[config.mk]
export PLATFORM = sky130hd
export DESIGN_NAME = mem_access_unit_flat
export DESIGN_NICKNAME = d
export VERILOG_FILES = /design/src/rtl/mem_access_unit_if.sv /design/src/rtl/mem_access_unit.sv /design/src/flat_wrapper.sv
export SDC_FILE = /design/constraint.sdc
export NUM_CORES = 1
export LEC_CHECK = 0
export ABC_AREA = 1
export ABC_CLOCK_PERIOD_IN_PS = 5000
export CAP_MARGIN = 5
export CELL_PAD_IN_SITES_DETAIL_PLACEMENT = 1
export CELL_PAD_IN_SITES_GLOBAL_PLACEMENT = 1
export CORE_ASPECT_RATIO = 1.2
export CORE_UTILIZATION = 37
export CTS_CLUSTER_DIAMETER = 120
export DETAILED_ROUTE_END_ITERATION = 8
export PLACE_DENSITY_LB_ADDON = 0.1
export REMOVE_ABC_BUFFERS = 1
export SETUP_SLACK_MARGIN = 0.2
export SYNTH_ARGS = -nofsm -noshare
export SYNTH_HDL_FRONTEND = slang
export SYNTH_SLANG_ARGS = --single-unit
[constraint.sdc]
create_clock -name Clk -period 5 [get_ports Clk]
set_clock_uncertainty 0.2 [all_clocks]
set_input_delay 0.75 -clock Clk [delete_from_list [all_inputs] [get_ports Clk]]
set_output_delay 0.75 -clock Clk [all_outputs]
set_load 0.02 [all_outputs]
[src/rtl/mem_access_unit_if.sv]
// rtl/mem_access_unit_if.sv - request, response and data-memory signals of mem_access_unit
interface mem_access_unit_if #(
  parameter int DATA_W = 32,
  parameter int ADDR_W = 32
);
  logic              ReqValid;
  logic              ReqReady;
  logic              ReqWrite;
  logic [ADDR_W-1:0] ReqAddr;
  logic [1:0]        ReqSize;
  logic              ReqSigned;
  logic [DATA_W-1:0] ReqWData;

  logic              RespValid;
  logic [DATA_W-1:0] RespData;
  logic              RespError;

  logic [ADDR_W-1:0] MemAddress;
  logic [DATA_W-1:0] MemWriteData;
  logic              MemRead;
  logic              MemWrite;
  logic [DATA_W-1:0] MemReadData;

  modport slave (
    input  ReqValid, ReqWrite, ReqAddr, ReqSize, ReqSigned, ReqWData, MemReadData,
    output ReqReady, RespValid, RespData, RespError,
    output MemAddress, MemWriteData, MemRead, MemWrite
  );

  modport master (
    output ReqValid, ReqWrite, ReqAddr, ReqSize, ReqSigned, ReqWData, MemReadData,
    input  ReqReady, RespValid, RespData, RespError,
    input  MemAddress, MemWriteData, MemRead, MemWrite
  );
endinterface

[src/rtl/mem_access_unit.sv]
// rtl/mem_access_unit.sv - byte/half/word load-store initiator with read-modify-write sub-word stores
module mem_access_unit #(
  parameter int DATA_W = 32,
  parameter int ADDR_W = 32
) (
  input  logic              Clk,
  input  logic              Rst_n,
  mem_access_unit_if.slave  bus
);

  localparam logic [1:0] SZ_BYTE = 2'd0;
  localparam logic [1:0] SZ_HALF = 2'd1;
  localparam logic [1:0] SZ_WORD = 2'd2;
  localparam logic [1:0] SZ_ILL  = 2'd3;

  typedef enum logic [2:0] {
    IDLE = 3'd0,
    RD   = 3'd1,
    RDW  = 3'd2,
    WR   = 3'd3,
    RESP = 3'd4
  } state_t;

  state_t state, state_nxt;

  logic              req_write;
  logic              req_signed;
  logic [1:0]        req_size;
  logic [1:0]        req_off;
  logic [15:0]       req_wdata;
  logic [ADDR_W-1:0] mem_address;
  logic [DATA_W-1:0] mem_wdata;
  logic [DATA_W-1:0] resp_data;
  logic              resp_error;

  logic              accept;
  logic              req_err;
  logic              req_word_store;
  logic [7:0]        rd_byte;
  logic [15:0]       rd_half;
  logic [DATA_W-1:0] load_val;
  logic [DATA_W-1:0] merged;

  assign accept = (state == IDLE) && bus.ReqValid;

  always_comb begin
    req_err = 1'b0;
    case (bus.ReqSize)
      SZ_HALF: req_err = bus.ReqAddr[0];
      SZ_WORD: req_err = |bus.ReqAddr[1:0];
      SZ_ILL:  req_err = 1'b1;
      default: req_err = 1'b0;
    endcase
    req_word_store = bus.ReqWrite && (bus.ReqSize == SZ_WORD);
  end

  always_ff @(posedge Clk or negedge Rst_n) begin
    if (!Rst_n) begin
      state <= IDLE;
    end else begin
      state <= state_nxt;
    end
  end

  always_comb begin
    state_nxt = state;
    case (state)
      IDLE: begin
        if (bus.ReqValid) begin
          if (req_err)             state_nxt = RESP;
          else if (req_word_store) state_nxt = WR;
          else                     state_nxt = RD;
        end
      end
      RD:      state_nxt = RDW;
      RDW:     state_nxt = req_write ? WR : RESP;
      WR:      state_nxt = RESP;
      RESP:    state_nxt = IDLE;
      default: state_nxt = IDLE;
    endcase
  end

  // Lanes are little-endian: byte k sits at bits [8k+7:8k] of the memory word.
  always_comb begin
    rd_byte = 8'h00;
    case (req_off)
      2'd0:    rd_byte = bus.MemReadData[7:0];
      2'd1:    rd_byte = bus.MemReadData[15:8];
      2'd2:    rd_byte = bus.MemReadData[23:16];
      default: rd_byte = bus.MemReadData[31:24];
    endcase
    rd_half = req_off[1] ? bus.MemReadData[31:16] : bus.MemReadData[15:0];

    load_val = bus.MemReadData;
    if (req_size == SZ_BYTE)
      load_val = {{24{req_signed & rd_byte[7]}}, rd_byte};
    else if (req_size == SZ_HALF)
      load_val = {{16{req_signed & rd_half[15]}}, rd_half};

    merged = bus.MemReadData;
    if (req_size == SZ_BYTE)
      merged[{req_off, 3'b000} +: 8] = req_wdata[7:0];
    else if (req_size == SZ_HALF)
      merged[{req_off[1], 4'b0000} +: 16] = req_wdata;
  end

  always_ff @(posedge Clk or negedge Rst_n) begin
    if (!Rst_n) begin
      req_write   <= 1'b0;
      req_signed  <= 1'b0;
      req_size    <= 2'd0;
      req_off     <= 2'd0;
      req_wdata   <= 16'h0000;
      mem_address <= '0;
      mem_wdata   <= '0;
      resp_data   <= '0;
      resp_error  <= 1'b0;
    end else begin
      if (accept) begin
        req_write   <= bus.ReqWrite;
        req_signed  <= bus.ReqSigned;
        req_size    <= bus.ReqSize;
        req_off     <= bus.ReqAddr[1:0];
        req_wdata   <= bus.ReqWData[15:0];
        mem_address <= {2'b00, bus.ReqAddr[ADDR_W-1:2]};
        resp_data   <= '0;
        resp_error  <= req_err;
        if (!req_err && req_word_store)
          mem_wdata <= bus.ReqWData;
      end
      if (state == RDW) begin
        if (req_write) mem_wdata <= merged;
        else           resp_data <= load_val;
      end
      // Keep the error flag low outside the response cycle.
      if (state == RESP)
        resp_error <= 1'b0;
    end
  end

  assign bus.ReqReady     = (state == IDLE);
  assign bus.MemRead      = (state == RD);
  assign bus.MemWrite     = (state == WR);
  assign bus.RespValid    = (state == RESP);
  assign bus.RespData     = resp_data;
  assign bus.RespError    = resp_error;
  assign bus.MemAddress   = mem_address;
  assign bus.MemWriteData = mem_wdata;

endmodule

[src/flat_wrapper.sv]
// flat-port wrapper written by rule: the top's interface ports become plain ports
module mem_access_unit_flat 
#(
  parameter int DATA_W = 32,
  parameter int ADDR_W = 32
)
  (Clk, Rst_n, bus_ReqValid, bus_ReqWrite, bus_ReqAddr, bus_ReqSize, bus_ReqSigned, bus_ReqWData, bus_MemReadData, bus_ReqReady, bus_RespValid, bus_RespData, bus_RespError, bus_MemAddress, bus_MemWriteData, bus_MemRead, bus_MemWrite);
  mem_access_unit_if #(.DATA_W(DATA_W), .ADDR_W(ADDR_W)) bus_i ();
  input  logic Clk;
  input  logic Rst_n;
  input wire logic [$bits(bus_i.ReqValid)-1:0] bus_ReqValid;
  input wire logic [$bits(bus_i.ReqWrite)-1:0] bus_ReqWrite;
  input wire logic [$bits(bus_i.ReqAddr)-1:0] bus_ReqAddr;
  input wire logic [$bits(bus_i.ReqSize)-1:0] bus_ReqSize;
  input wire logic [$bits(bus_i.ReqSigned)-1:0] bus_ReqSigned;
  input wire logic [$bits(bus_i.ReqWData)-1:0] bus_ReqWData;
  input wire logic [$bits(bus_i.MemReadData)-1:0] bus_MemReadData;
  output wire logic [$bits(bus_i.ReqReady)-1:0] bus_ReqReady;
  output wire logic [$bits(bus_i.RespValid)-1:0] bus_RespValid;
  output wire logic [$bits(bus_i.RespData)-1:0] bus_RespData;
  output wire logic [$bits(bus_i.RespError)-1:0] bus_RespError;
  output wire logic [$bits(bus_i.MemAddress)-1:0] bus_MemAddress;
  output wire logic [$bits(bus_i.MemWriteData)-1:0] bus_MemWriteData;
  output wire logic [$bits(bus_i.MemRead)-1:0] bus_MemRead;
  output wire logic [$bits(bus_i.MemWrite)-1:0] bus_MemWrite;
  assign bus_i.ReqValid = bus_ReqValid;
  assign bus_i.ReqWrite = bus_ReqWrite;
  assign bus_i.ReqAddr = bus_ReqAddr;
  assign bus_i.ReqSize = bus_ReqSize;
  assign bus_i.ReqSigned = bus_ReqSigned;
  assign bus_i.ReqWData = bus_ReqWData;
  assign bus_i.MemReadData = bus_MemReadData;
  assign bus_ReqReady = bus_i.ReqReady;
  assign bus_RespValid = bus_i.RespValid;
  assign bus_RespData = bus_i.RespData;
  assign bus_RespError = bus_i.RespError;
  assign bus_MemAddress = bus_i.MemAddress;
  assign bus_MemWriteData = bus_i.MemWriteData;
  assign bus_MemRead = bus_i.MemRead;
  assign bus_MemWrite = bus_i.MemWrite;
  mem_access_unit #(.DATA_W(DATA_W), .ADDR_W(ADDR_W)) u_core (.Clk(Clk), .Rst_n(Rst_n), .bus(bus_i));
endmodule
==> run_results.csv <==
group,metric,value,unit
outcome,status,"finished, final reports clean",
grt,overflow,0,
timing,slew_violations,0,
timing,fin_hold_ws,219,ps
route,route.detailed.drc,0,
timing,tightestPinTransition,1140,ps
floorplanning,die_x,131,um
yosys,synth_area,0.00736,mm^2
job,cap_violations,0,
pwr,p_seq_frac,0.278,
cells_and_area,stdcell_area,0.00998,mm^2
route,wl,25400,um
floorplanning,rows,56,
timing,finalSetupTns,0,ps
yosys,ys_types,31,
cells_and_area,num-nets-final,1366,
yosys,synth_common_cells,"nand2_1 (431), inv_1 (125), dfrtp_1 (120), nand3_1 (86), nor2_1 (67)",
route,via_count,7673,
pwr,power.leakage,0.00514,uW
setup_path,cp-end-kind,"flip-flop",
yosys,synthArstFlopShare,1.00,
floorplanning,ios,204,
grt,grtUsageTotal,0.263,
timing,period_share,0.666,
yosys,synth_area_leader_cell,"dfrtp_1",
floorplanning,start_util,0.377,
clock_network,cts_sinks,120,
floorplanning,die_area,0.0205,mm^2
cells_and_area,synthToLayoutAreaGrowth,35.5,%
timing,finalSetupViolCount,0,
route,ant_nets,0,
clock_network,numCtsBuffers,17,
pwr,power.switching_fraction,0.461,
route,wire_per_inst,16.6,um
grt,grt_pass1_vias,7909,
timing,slew_headroom,0.242,
yosys,yosysSeqAreaShare,0.408,
setup_path,required,5110,ps
setup_path,path_max_fanout,32,
yosys,yosysWarnings,0,
yosys,synth.area.top_cells,"dfrtp_1 (41%), nand2_1 (22%), inv_1 (6.4%)",
yosys,ys_ff_latch,120,
grt,busiest_layer,"met2",
pwr,power_density,640,mW/mm^2
yosys,netlist_instances,1097,
route,firstDrtPassIters,4,
timing,period_minus_slack,3330,ps
pwr,combinationalPowerShare,0.540,
pwr,p_clk_frac,0.182,
pwr,p_switching,2940,uW
placement,placed_area,0.00942,mm^2
clock_network,htree_levels,4,
yosys,synthFlopType,"dfrtp_1",
setup_path,critPathKind,"in -> reg",
placement,dp_hpwl,18000,um
timing,timing_hold_violations_final,0,
grt,gr-usage-met3,0.0708,
floorplanning,fp.dieH,157,um
clock_network,cts-hold-fix-buffers,0,
clock_network,cts.reportedPaths.clkPinSlew,60,ps
cells_and_area,layout-drive-gt1-share,0.0504,
pwr,ir_worst_vdd,262,uV
worst_hold_path,hold_class,"in -> async",
clock_network,root_buffer,"clkbuf_16",
route,drt-initial-drc-count,342,
clock_network,cts_setup_buffers,0,
clock_network,cts_buffer_depth,2,
placement,io_buffer_count,201,
grt,use_met1,0.320,
grt,met2_usage,0.453,
floorplanning,core_area,0.0195,mm^2
grt,grt_pass1_wl,41300,um
timing,fmax,0.300,GHz
clock_network,cts_resized,0,
route,routed_via_density,5.01,
yosys,synth_top_area_frac,0.408,
setup_path,critPathLaunchType,"input port",
placement,gp_congestion,0.837,
timing,rsz0062_at_grt,"no",
clock_network,worstSkewPairLatency,420,ps
yosys,synth_edf_count,0,
yosys,synth_area_per_cell,6.71,um^2
grt,antenna_found_initial,1,
grt,grt_max_degree,66,
clock_network,cts_tree,"done",
pwr,intPower,3440,uW
setup_path,critical_path_arrival,3440,ps
yosys,synth_most_common_cell,"nand2_1",
-- routing by layer --
layer / share of wire / vias to the layer above / wire, um
met2: 0.50 / 180 / 12700
met3: 0.058 / 31 / 1480
met5: 0 / - / 0
met4: 0.016 / 0 / 395
met1: 0.43 / 3704 / 10800
li1: - / 3758 / -
-- power groups by stage --
| stage | Sequential (uW) | Clock, uW | Combinational, uW |
|---|---|---|---|
| 2_1_floorplan | 2130 | 0 | 1640 |
| 3_3_place_gp | 1780 | 0 | 3370 |
| 3_5_place_dp | 1780 | 0 | 3460 |
| 4_1_cts | 1780 | 1190 | 3480 |
| 5_1_grt | 1840 | 1230 | 3830 |
| 6_report | 1780 | 1160 | 3450 |
-- placed cells by master, fill, tap and decap left out, types with 16 or more instances in the layout --
cell               n
clkbuf_16         17
nand3_1           85
clkdlybuf4s50_1  200
a21oi_1           50
nor2_1            67
nand4_1           25
o21bai_1          16
o211ai_1          31
inv_1            125
o21ai_0           31
nand2_1          431
dfrtp_1          120
-- stage by stage --
| step | utilization | total power, uW | worst slack, ps | cells |
|---|---|---|---|---|
| 2_1_floorplan | - | 3780 | 1550 | 1031 |
| 3_3_place_gp | 0.482 | 5150 | 1470 | 1499 |
| 3_5_place_dp | 0.482 | 5230 | 1290 | 1499 |
| 4_1_cts | 0.510 | 6450 | 1690 | 1531 |
| 5_1_grt | 0.511 | 6900 | 1450 | 1532 |
| 6_report | 0.511 | 6380 | 1670 | 1532 |
-- path summary, 6_finish.rpt --
kind,startpoint,endpoint,slack (ps),cells after the start
setup / recovery,bus_ReqSize[0],u_core.bus.MemWriteData[5],1670,9
hold / removal,Rst_n,u_core.bus.RespData[12],220,1
setup reg to reg,u_core.req_size[1],u_core.bus.MemWriteData[16],2140,5
hold reg to reg,u_core.bus.MemAddress[10],u_core.bus.MemAddress[10],280,2
max in group asynchronous,Rst_n,u_core.bus.MemWriteData[17],3370,2
min in group Clk,u_core.bus.MemAddress[10],u_core.bus.MemAddress[10],280,2
-- cell type report --
cell class / instances / area [um^2]
well taps: 261 / 327
flip-flops and latches: 120 / 3000
inverters: 136 / 510
fillers: 2485 / 9570
multi-input cells: 775 / 3530
repair buffers: 207 / 2050
clock inverters: 15 / 130
clock buffers: 17 / 425
diodes: 1 / 2.50
-- registers in the layout, summed over array words and instances, names as in the netlist --
name                     count
u_core.bus.RespError         1
u_core.bus.RespData         32
u_core.req_wdata            16
u_core.bus.MemAddress       30
u_core.req_off               2
u_core.state                 3
u_core.bus.MemWriteData     32
u_core.req_signed            1
u_core.req_size              2
u_core.req_write             1
-- critical path, cell delays in order --
cell             delay (ps)
clkdlybuf4s50_1         460
nor2_1                  140
nand2_1                  90
nand2_1                 700
nand3_2                 820
nand2_1                 250
nand2_1                  80
nand2_1                  70
nand2_1                  60
-- cell families (layout without fill, tap and decap cells) --
kind of cell,count (synthesis),count (layout),synth area share
AO/OA/AOI/OAI,143,143,0.114
adder cells (fa/ha/maj),6,6,0.0102
buffers and inverters,203,375,0.116
flip-flops,120,120,0.408
other,1,3,0.000509
AND/OR/NAND/NOR,624,624,0.352
No activity file was read; power rests on OpenSTA's default activity.
